$ cat src/rtl/stopwatch_pkg.sv
// -----------------------------------------------------------------------------
// stopwatch_pkg
// Shared definitions for the stopwatch/timer slice:
//   - MODE_* : 2-bit operating mode codes (UP, DOWN, LOAD, HOLD)
//   - BCD_W  : width of one BCD digit
//   - run_state_t : run/stop state of the counter
//   - digit_max() : largest legal value of a digit given the radix mask
// -----------------------------------------------------------------------------
package stopwatch_pkg;

   localparam int BCD_W = 4;

   localparam logic [1:0] MODE_UP   = 2'b00;
   localparam logic [1:0] MODE_DOWN = 2'b01;
   localparam logic [1:0] MODE_LOAD = 2'b10;
   localparam logic [1:0] MODE_HOLD = 2'b11;

   typedef enum logic {
      ST_STOPPED = 1'b0,
      ST_RUNNING = 1'b1
   } run_state_t;

   // A set mask bit turns the digit into a base-6 (0..5) digit, e.g. tens of seconds.
   function automatic logic [BCD_W-1:0] digit_max(input int idx, input logic [31:0] radix_mask);
      logic [BCD_W-1:0] m;
      if (((radix_mask >> idx) & 32'd1) != 32'd0) begin
         m = 4'd5;
      end else begin
         m = 4'd9;
      end
      return m;
   endfunction

endpackage

$ cat src/rtl/bcd_digit_cell.sv
// -----------------------------------------------------------------------------
// bcd_digit_cell
// One digit of the cascaded counter. Counts 0..MAX up or down when enabled and
// its carry/borrow input is set; carry_out doubles as borrow_out in down mode.
// Ports:
//   clk, reset     clock, synchronous active-high reset
//   en             global count enable (already excludes saturation)
//   up             1 = increment, 0 = decrement
//   load           load load_val (clamped to MAX) this cycle
//   load_val       preset digit value
//   carry_in       carry/borrow from the next lower digit
//   digit          registered digit value
//   carry_out      carry (up) or borrow (down) into the next higher digit
// -----------------------------------------------------------------------------
module bcd_digit_cell
   import stopwatch_pkg::*;
#(
   parameter logic [BCD_W-1:0] MAX = 4'd9
) (
   input  logic             clk,
   input  logic             reset,
   input  logic             en,
   input  logic             up,
   input  logic             load,
   input  logic [BCD_W-1:0] load_val,
   input  logic             carry_in,
   output logic [BCD_W-1:0] digit,
   output logic             carry_out
);

   logic [BCD_W-1:0] digit_r;

   // Ripple carry/borrow: this digit rolls over exactly when it sits at its end value.
   assign carry_out = carry_in & (up ? (digit_r == MAX) : (digit_r == 4'd0));
   assign digit     = digit_r;

   // Digit register: load with clamp, or step with wrap at 0/MAX.
   always_ff @(posedge clk) begin
      if (reset) begin
         digit_r <= 4'd0;
      end else if (load) begin
         digit_r <= (load_val > MAX) ? MAX : load_val;
      end else if (en & carry_in) begin
         if (up) begin
            digit_r <= (digit_r == MAX) ? 4'd0 : digit_r + 4'd1;
         end else begin
            digit_r <= (digit_r == 4'd0) ? MAX : digit_r - 4'd1;
         end
      end else begin
         digit_r <= digit_r;
      end
   end

endmodule

$ cat src/rtl/bcd_timer_core.sv
// -----------------------------------------------------------------------------
// bcd_timer_core
// N-digit cascaded BCD up/down counter with per-digit radix, saturate or wrap
// at the top, edge-detected start/stop and an optional lap (split) capture.
// Optional feature macro: LAP_CAPTURE_EN (lap register and frozen display).
// Ports:
//   clk, reset      clock, synchronous active-high reset
//   tick            one-cycle count strobe from the divider
//   start_stop      button level; rising edge toggles run state
//   mode            MODE_UP / MODE_DOWN / MODE_LOAD / MODE_HOLD
//   load_digits     preset value used in MODE_LOAD
//   lap_btn         lap request level (only with LAP_CAPTURE_EN)
//   digits          live count, digit i at [4i+3:4i]
//   display_digits  live count or frozen lap value
//   running         counting enabled
//   expired         one-cycle pulse after the terminal tick
//   lap_active      display_digits shows the frozen lap value
// -----------------------------------------------------------------------------
module bcd_timer_core
   import stopwatch_pkg::*;
#(
   parameter int                    NUM_DIGITS    = 4,
   parameter logic [NUM_DIGITS-1:0] RADIX_MASK    = '0,
   parameter bit                    STOP_AT_LIMIT = 1'b1
) (
   input  logic                          clk,
   input  logic                          reset,
   input  logic                          tick,
   input  logic                          start_stop,
   input  logic [1:0]                    mode,
   input  logic [BCD_W*NUM_DIGITS-1:0]   load_digits,
   input  logic                          lap_btn,
   output logic [BCD_W*NUM_DIGITS-1:0]   digits,
   output logic [BCD_W*NUM_DIGITS-1:0]   display_digits,
   output logic                          running,
   output logic                          expired,
   output logic                          lap_active
);

   run_state_t                    state_r;
   logic                          ss_q_r;
   logic                          expired_r;
   logic [BCD_W*NUM_DIGITS-1:0]   digit_bus_s;
   logic [NUM_DIGITS:0]           carry_s;
   logic [NUM_DIGITS-1:0]         is_max_s;
   logic [NUM_DIGITS-1:0]         is_zero_s;
   logic                          carry_unused_s;
   logic mode_up_s, mode_down_s, mode_load_s;
   logic count_s, ss_rise_s, all_max_s, all_zero_s, upper_zero_s;
   logic down_end_s, terminal_s, hold_s, cell_en_s, stop_now_s;

   assign mode_up_s   = (mode == MODE_UP);
   assign mode_down_s = (mode == MODE_DOWN);
   assign mode_load_s = (mode == MODE_LOAD);
   assign ss_rise_s   = start_stop & ~ss_q_r;

   // Uses the pre-edge run state, so a tick coinciding with a start edge does not count.
   assign count_s    = tick & (state_r == ST_RUNNING) & (mode_up_s | mode_down_s);
   assign carry_s[0] = count_s;

   genvar i;
   generate
      for (i = 0; i < NUM_DIGITS; i++) begin : g_digit
         localparam logic [BCD_W-1:0] MAX_C = digit_max(i, 32'(RADIX_MASK));
         bcd_digit_cell #(.MAX(MAX_C)) u_cell (
            .clk       (clk),
            .reset     (reset),
            .en        (cell_en_s),
            .up        (mode_up_s),
            .load      (mode_load_s),
            .load_val  (load_digits[BCD_W*i +: BCD_W]),
            .carry_in  (carry_s[i]),
            .digit     (digit_bus_s[BCD_W*i +: BCD_W]),
            .carry_out (carry_s[i+1])
         );
         assign is_max_s[i]  = (digit_bus_s[BCD_W*i +: BCD_W] == MAX_C);
         assign is_zero_s[i] = (digit_bus_s[BCD_W*i +: BCD_W] == 4'd0);
      end
   endgenerate

   // The final carry leaves the counter; terminal detection uses the digit flags instead.
   assign carry_unused_s = carry_s[NUM_DIGITS];

   // All digits above digit 0 are zero.
   always_comb begin
      upper_zero_s = 1'b1;
      for (int k = 1; k < NUM_DIGITS; k++) begin
         upper_zero_s = upper_zero_s & is_zero_s[k];
      end
   end

   assign all_max_s  = &is_max_s;
   assign all_zero_s = &is_zero_s;
   // Down count ends on the tick that reaches zero; an already-zero count is treated the same.
   assign down_end_s = upper_zero_s & (digit_bus_s[BCD_W-1:0] <= 4'd1);
   assign terminal_s = count_s & (mode_up_s ? all_max_s : down_end_s);
   // Freeze the digits at saturation (up) or at zero (down, never wraps below zero).
   assign hold_s     = mode_up_s ? (all_max_s & STOP_AT_LIMIT) : all_zero_s;
   assign cell_en_s  = count_s & ~hold_s;
   assign stop_now_s = terminal_s & (mode_down_s | STOP_AT_LIMIT);

   // Run FSM, start/stop edge detector and expired pulse.
   always_ff @(posedge clk) begin
      if (reset) begin
         state_r   <= ST_STOPPED;
         ss_q_r    <= 1'b0;
         expired_r <= 1'b0;
      end else begin
         ss_q_r    <= start_stop;
         expired_r <= terminal_s;
         if (mode_load_s) begin
            state_r <= ST_STOPPED;
         end else if (stop_now_s) begin
            state_r <= ST_STOPPED;
         end else if (ss_rise_s & (mode_up_s | mode_down_s)) begin
            case (state_r)
               ST_RUNNING: state_r <= ST_STOPPED;
               ST_STOPPED: state_r <= (mode_down_s & all_zero_s) ? ST_STOPPED : ST_RUNNING;
               default:    state_r <= ST_STOPPED;
            endcase
         end else begin
            state_r <= state_r;
         end
      end
   end

   assign digits  = digit_bus_s;
   assign running = (state_r == ST_RUNNING);
   assign expired = expired_r;

`ifdef LAP_CAPTURE_EN
   logic                        lap_q_r;
   logic                        lap_active_r;
   logic [BCD_W*NUM_DIGITS-1:0] lap_reg_r;
   logic                        lap_rise_s;

   assign lap_rise_s = lap_btn & ~lap_q_r;

   // Lap capture: first edge while running freezes the display, next edge releases it.
   always_ff @(posedge clk) begin
      if (reset) begin
         lap_q_r      <= 1'b0;
         lap_active_r <= 1'b0;
         lap_reg_r    <= '0;
      end else begin
         lap_q_r <= lap_btn;
         if (mode_load_s) begin
            lap_active_r <= 1'b0;
         end else if (lap_rise_s & lap_active_r) begin
            lap_active_r <= 1'b0;
         end else if (lap_rise_s & (state_r == ST_RUNNING)) begin
            lap_active_r <= 1'b1;
            lap_reg_r    <= digit_bus_s;
         end else begin
            lap_active_r <= lap_active_r;
         end
      end
   end

   assign display_digits = lap_active_r ? lap_reg_r : digit_bus_s;
   assign lap_active     = lap_active_r;
`else
   logic lap_unused_s;
   assign lap_unused_s   = lap_btn;
   assign display_digits = digit_bus_s;
   assign lap_active     = 1'b0;
`endif

endmodule

$ cat config.mk
export PLATFORM = sky130hd
export DESIGN_NAME = bcd_timer_core
export DESIGN_NICKNAME = d
export VERILOG_FILES = /design/src/rtl/stopwatch_pkg.sv /design/src/rtl/bcd_digit_cell.sv /design/src/rtl/bcd_timer_core.sv
export SDC_FILE = /design/constraint.sdc
export NUM_CORES = 1
export LEC_CHECK = 0
export CAP_MARGIN = 10
export CORE_ASPECT_RATIO = 0.7
export CORE_MARGIN = 4
export CORE_UTILIZATION = 52
export DETAILED_ROUTE_END_ITERATION = 8
export PLACE_DENSITY = 0.95
export SLEW_MARGIN = 25
export SYNTH_ARGS = -nofsm -noshare
export SYNTH_HDL_FRONTEND = slang
export SYNTH_SLANG_ARGS = --single-unit
$ cat constraint.sdc
create_clock -name clk -period 5.9 [get_ports clk]
set_input_delay 1.18 -clock clk [delete_from_list [all_inputs] [get_ports clk]]
set_output_delay 1.18 -clock clk [all_outputs]
set_load 0.005 [all_outputs]
# Word-level counts from Yosys, hierarchy flattened
# Index checks and enable logic that the tools add are counted.
[totals] ff_bits=19 input_bits=23
[classes] n_eq_ne=6 n_mux=31 n_reduce_logical=12 n_addsub=8 magnitude_cmp=5 bitwise=21
[op_table] op="$mux 4" n=24
[op_table] op="$and 1x1->1" n=17
[op_table] op="$add 4x1->4 const B" n=4
[op_table] op="$eq 4x4->1 const B" n=4
[op_table] op="$gt 4x4->1 const B" n=4
[op_table] op="$logic_not 4->1" n=4
[op_table] op="$sub 4x1->4 const B" n=4
[op_table] op="$reduce_and 4->1" n=2
[op_table] op="$reduce_bool 2->1" n=4
[op_table] op="$mux 1" n=6
[op_table] op="$le 4x1->1 const B" n=1
[op_table] op="$not 1->1" n=3
[op_table] op="$reduce_or 3->1" n=1
[op_table] op="$eq 2x1->1 const B" n=1
[op_table] op="$eq 2x2->1 const B" n=1
[op_table] op="$logic_not 2->1" n=1
[op_table] op="$pmux 1 s2" n=1
[op_table] op="$or 1x1->1" n=1

# Longest topological paths before layout
[logic_depth] depth_word=9 mapped_depth=9

# Modules after synthesis
# From an unflattened synthesis, not the netlist that was laid out.
[unflattened] cells_unflattened=259 area_unflattened_um2=1976.9
[by_module_without_submodules] mod="bcd_digit_cell" n_inst=4 area_each_um2=405.4 cells_per_inst=53
[by_module_without_submodules] mod="bcd_timer_core" n_inst=1 area_each_um2=355.3 cells_per_inst=47

# Worst setup path after synthesis
# OpenSTA, ideal clock, no wires.
[synth_timing] path_type="input to register" startpoint="in mode[1]" endpoint="reg g_digit[1].u_cell.digit_r[1]" setup_ps=119 path_stages=6 path_slack_ps=3296 path_buffers=0 t_arrival_ps=2485 cell_sequence="nor2_1 -> nand3_1 -> or2_2 -> a31oi_1 -> nor2_1 -> o221a_2"
[synth_between] elab_chain_cells=6 elab_cells_between_ends=15 cone_classes="eq/ne (2); mux (5); bitwise (6); reduce/logical (2)"
[synth_rtl] element="start, declared" line="bcd_timer_core.sv:30" text="input logic [1:0] mode,"
[synth_rtl] element="$eq 2x1->1 or $logic_not 2->1 (tied branches)" line="bcd_timer_core.sv:53, bcd_timer_core.sv:52"
[synth_rtl] element="$or 1x1->1 or $mux 1 (tied branches)" line="bcd_timer_core.sv:58, bcd_timer_core.sv:98"
[synth_rtl] element="$and 1x1->1 or $not 1->1 (tied branches)" line="bcd_timer_core.sv:58, bcd_timer_core.sv:99"
[synth_rtl] element="$and 1x1->1 (on tied branches)" line="bcd_timer_core.sv:99, bcd_digit_cell.sv:34"
[synth_rtl] element="$and 1x1->1" line="bcd_digit_cell.sv:43" text="end else if (en & carry_in) begin"
[synth_rtl] element="$reduce_bool 2->1 (no line)"
[synth_rtl] element="end signal, assigned" line="bcd_digit_cell.sv:42" text="digit_r <= (load_val > MAX) ? MAX : load_val;"
[synth_rtl] element="end signal, assigned" line="bcd_digit_cell.sv:45" text="digit_r <= (digit_r == MAX) ? 4'd0 : digit_r + 4'd1;"
[synth_rtl] element="end signal, assigned" line="bcd_digit_cell.sv:47" text="digit_r <= (digit_r == 4'd0) ? MAX : digit_r - 4'd1;"
[synth_rtl] element="end, declared" line="bcd_digit_cell.sv:31" text="logic [BCD_W-1:0] digit_r;"
# Several ways; a longest one is shown, not always the timed one. The select of a mux whose other input is x is not followed.
# A chain may end at the register's enable or synchronous reset.

# Worst setup path in the final report
[layout_timing] startpoint="in mode[0]" endpoint="reg g_digit[3].u_cell.digit_r[2]"
[layout_between] elab_chain_cells=8 elab_cells_between_ends=19 cone_classes="eq/ne (2); mux (7); bitwise (8); reduce/logical (2)"
[layout_rtl] element="$eq 2x1->1 or $logic_not 2->1 (tied branches)" line="bcd_timer_core.sv:53, bcd_timer_core.sv:52"
[layout_rtl] element="$or 1x1->1" line="bcd_timer_core.sv:58" text="assign count_s = tick & (state_r == ST_RUNNING) & (mode_up_s | mode_down_s);"
[layout_rtl] element="$and 1x1->1" line="bcd_timer_core.sv:58"
[layout_rtl] element="$and 1x1->1 (3 in a row)" line="bcd_digit_cell.sv:34" text="assign carry_out = carry_in & (up ? (digit_r == MAX) : (digit_r == 4'd0));"
[layout_rtl] element="$and 1x1->1" line="bcd_digit_cell.sv:43"
[layout_rtl] element="$reduce_bool 2->1 (no line)"
[layout_rtl] element="end signal, assigned" line="bcd_digit_cell.sv:42"
[layout_rtl] element="end signal, assigned" line="bcd_digit_cell.sv:45"
[layout_rtl] element="end signal, assigned" line="bcd_digit_cell.sv:47"
[layout_rtl] element="end, declared" line="bcd_digit_cell.sv:31"
# Several ways; a longest one is shown, not always the timed one. The select of a mux whose other input is x is not followed.

==> impl_results.rst <==
.. list-table::
   :header-rows: 1

   * - Metric
     - Value
   * - Outcome
     - finished, final reports clean
   * - Worst max-slew margin expressed relative to the limit
     - 33.88%
   * - Final count of negative-setup-slack endpoints
     - 0
   * - Nets
     - 317
   * - Last weighted congestion value of the routability-driven placer
     - 0.9778
   * - Multi-input gate area in the final layout
     - 1355 um^2
   * - Area enclosed by the die boundary
     - 4939 um^2
   * - Iter 0 DRT Violations
     - 182
   * - Total congestion overflow after global routing
     - 0
   * - Ys async rst share
     - 0%
   * - Maximum operating frequency
     - 0.2559 GHz
   * - Synthesized-area fraction occupied by xor and xnor cells
     - 1.743%
   * - Proportion of synthesized chip area in sequential cells
     - 18.93%
   * - Fraction of synthesized area in multiplexers
     - 0.9963%
   * - Number of pins exceeding their max-slew limit in the final report
     - 0
   * - Slowest cell on the critical path
     - clkdlybuf4s50_1
   * - Height of the die
     - 60.01 um
   * - Clock latency on the worst-skew pair
     - 270 ps
   * - Count of cell instances traversed by the critical path
     - 7
   * - Number of cells traversed by the worst register-to-register path
     - 6
   * - Number of optimization iterations in the first detailed-route pass
     - 5
   * - Top-area cell type share of the netlist area
     - 18.93%
   * - Area share of and/or/nand/nor cells after synthesis
     - 32.19%
   * - Avg WL per Cell
     - 16.42 um
   * - Setup clock skew after layout
     - 2.870 ps
   * - P_leak
     - 0.8263 nW
   * - Final total negative setup slack
     - 0 ps
   * - Gate family responsible for the most delay along the worst path
     - simple AND/OR/NAND/NOR gates
   * - Total power divided by cell area
     - 162.9 nW/um^2
   * - CTS H-tree lvls
     - 1
   * - Remaining antenna violation count
     - 0
   * - Adder and majority cell fraction of the synthesized area
     - 0%
   * - Netlist Area Pre-Place
     - 2009 um^2
   * - Worst path bufs/invs
     - 1
   * - Maximum number of buffers from clock root to sink
     - 2
   * - I/O pin total
     - 58
   * - Hold violation count in the final report
     - 0
   * - Gate Count Post-Synth
     - 275
   * - DRC violation count after routing
     - 0
   * - Most frequent cell after synthesis
     - o21ai_0
   * - Max_cap viols
     - 0
   * - Leading register cell type out of synthesis
     - dfxtp_1
   * - Required time of the critical path
     - 6080 ps
   * - Vias in the first global route
     - 1884
   * - Routed vias/inst
     - 6.408
   * - Synth top cells by count
     - 22 x o21ai_0, 21 x nor2_1, 20 x a21oi_1
   * - CP max stage delay
     - 850 ps
   * - Period utilisation layout
     - 66.24%
   * - WL final
     - 5632 um
   * - Initial cell density of the core
     - 55.42%
   * - Post-Synthesis Net Count
     - 298
   * - Kind of capture point of the worst setup path
     - flip-flop
   * - First-pass GRT wire length
     - 9246 um
   * - Area after DPL
     - 2375 um^2
   * - Unrepaired setup endpoints after global routing
     - false
   * - Buffer type at the clock tree root
     - clkbuf_8
   * - Final core utilization
     - 66.74%
   * - Overall die width
     - 82.30 um
   * - CTS buffer count
     - 3
   * - Floorplan core area
     - 3626 um^2
   * - Cell type with the largest total area after synthesis
     - dfxtp_1
   * - Min-Delay Path Depth
     - 2
   * - Ys Warns
     - 0
   * - Layout cell share with drive strength beyond 1
     - 6.826%
   * - Post-route cell area
     - 2420 um^2
   * - Cell variety after synth
     - 70
   * - FP Rows
     - 18
   * - IR Drop Worst-Case VDD
     - 95.47 uV
   * - IO buf count
     - 55
   * - Layout fillers
     - 310
   * - FF/Latch Area
     - 380.4 um^2
   * - Hold buffers post-CTS
     - 0
   * - Actual slew at the worst max-slew pin
     - 989.8 ps
   * - Crit path arrival time
     - 4090 ps
   * - Initial antenna violation count
     - 0
   * - HPWL after detailed placement
     - 3938 um
   * - Largest family of logic cells by synthesized area
     - compound AO/OA/AOI/OAI gates
   * - Leading cell types by total area after synthesis
     - dfxtp_1 19%, buf_4 6.7%, o21ai_0 5.5%
   * - Synthesis-to-layout area growth
     - 20.42%
   * - CTS resizes
     - 0
   * - Hold Path Class
     - reg2reg
   * - Synth Area in Compound Gates
     - 32.32%
   * - Post-CTS clock slew at the launch and capture registers of the worst setup and hold paths
     - 80 ps
   * - Number of synthesized flops with an enable pin
     - 0
   * - Total clock sinks
     - 19
   * - Post-synthesis average cell area
     - 7.307 um^2
   * - CTS tree
     - done
   * - List of cells traversed by the critical path
     - clkdlybuf4s50_1 -> nor2_1 -> nand3_1 -> o2111ai_1 -> o21ai_1 -> and2_1 -> a311oi_1
   * - Routed via count
     - 2198
   * - Max FO, Critical Path
     - 26
   * - Global-route usage over all layers
     - 23.82%
   * - Kind of start point of the critical path
     - input pin
   * - Critical path type
     - in2reg
   * - Min Clock Period, post-route
     - 3908 ps
   * - Buffers inserted by post-CTS timing repair
     - 0
   * - Flops & latches, synth
     - 19
   * - # diodes
     - 0
   * - Largest net degree at the start of global routing
     - 27
## worst reg2reg max path, cell delays in order (launching register included)
cell	delay, ps
dfxtp_1	730
and3b_1	290
o21a_1	140
o2111ai_1	290
o41ai_1	540
a21bo_2	200
a21oi_1	50
## cell families after synthesis
logic type | Yosys count
AOI/OAI and AO/OA | 92
other | 1
xor gates and xnor gates | 4
buffers and inverters | 47
and+or+nand+nor | 110
muxes | 2
DFF | 19
## flip-flops by register name, summed over array words and instances, names as in the netlist
| register | flops |
|---|---|
| ss_q_r | 1 |
| running | 1 |
| g_digit.u_cell.digit | 16 |
| expired | 1 |
## metal layers
metal  GRT usage (%)  part of all wire [%]  vias up
li1                -                     -     1051
met1           34.21                    44      996
met2           36.99                    43      144
met3           4.970                    12        7
met4           4.028                  0.82        0
met5               0                     0        -
## stage by stage
stage,setup slack (ps),power (W),hold WS (ps),instances
floorplan,3296,0.0002485,548.2,275
global placement,1917,0.0002912,559.1,339
detailed placement,1809,0.0002948,579.6,339
CTS,2059,0.0003924,591.5,343
global route,1722,0.0004155,640.2,343
finish,1992,0.0003942,590.4,343
## report_power, final
group          internal [W]  switching, W  leakage [nW]  total [W]
clock             0.0000484     0.0000504        0.0228  0.0000988
sequential         0.000135     0.0000241         0.156   0.000160
combinational     0.0000739     0.0000620         0.648   0.000136
## layout by cell type, fill, tap and decap left out, types with 3 or more instances in the layout
master,count
o21ai_0,22
nor4b_1,3
nor3_1,11
a21oi_1,20
nor2b_1,6
clkbuf_8,3
or3_2,4
nor3b_1,5
and2_1,3
a211oi_1,3
nand2b_1,5
clkdlybuf4s50_1,55
dfxtp_1,19
nand3_1,8
and3b_1,3
nand3b_1,5
nor2_1,21
a31oi_1,3
inv_1,5
o31ai_1,4
o21a_1,3
a221oi_1,4
nand2_1,18
## final timing paths
check | from | to | slack, ps
worst max register to register | g_digit[0].u_cell.digit[0] | g_digit[3].u_cell.digit[3] | 3530
worst min-delay path | running | running | 590
worst max-delay path | mode[0] | g_digit[3].u_cell.digit[2] | 1990
worst min register to register | running | running | 590
## layout make-up
cell class                      count  share of cell area, %
Clock buffer                        4                  1.861
Inverter                            5                 0.7756
Multi-Input combinational cell    209                  56.00
Sequential cell                    19                  15.72
Tap cell                           50                  2.585
Timing Repair Buffer               56                  23.06
Note: power is estimated with default switching activity, not from simulation.
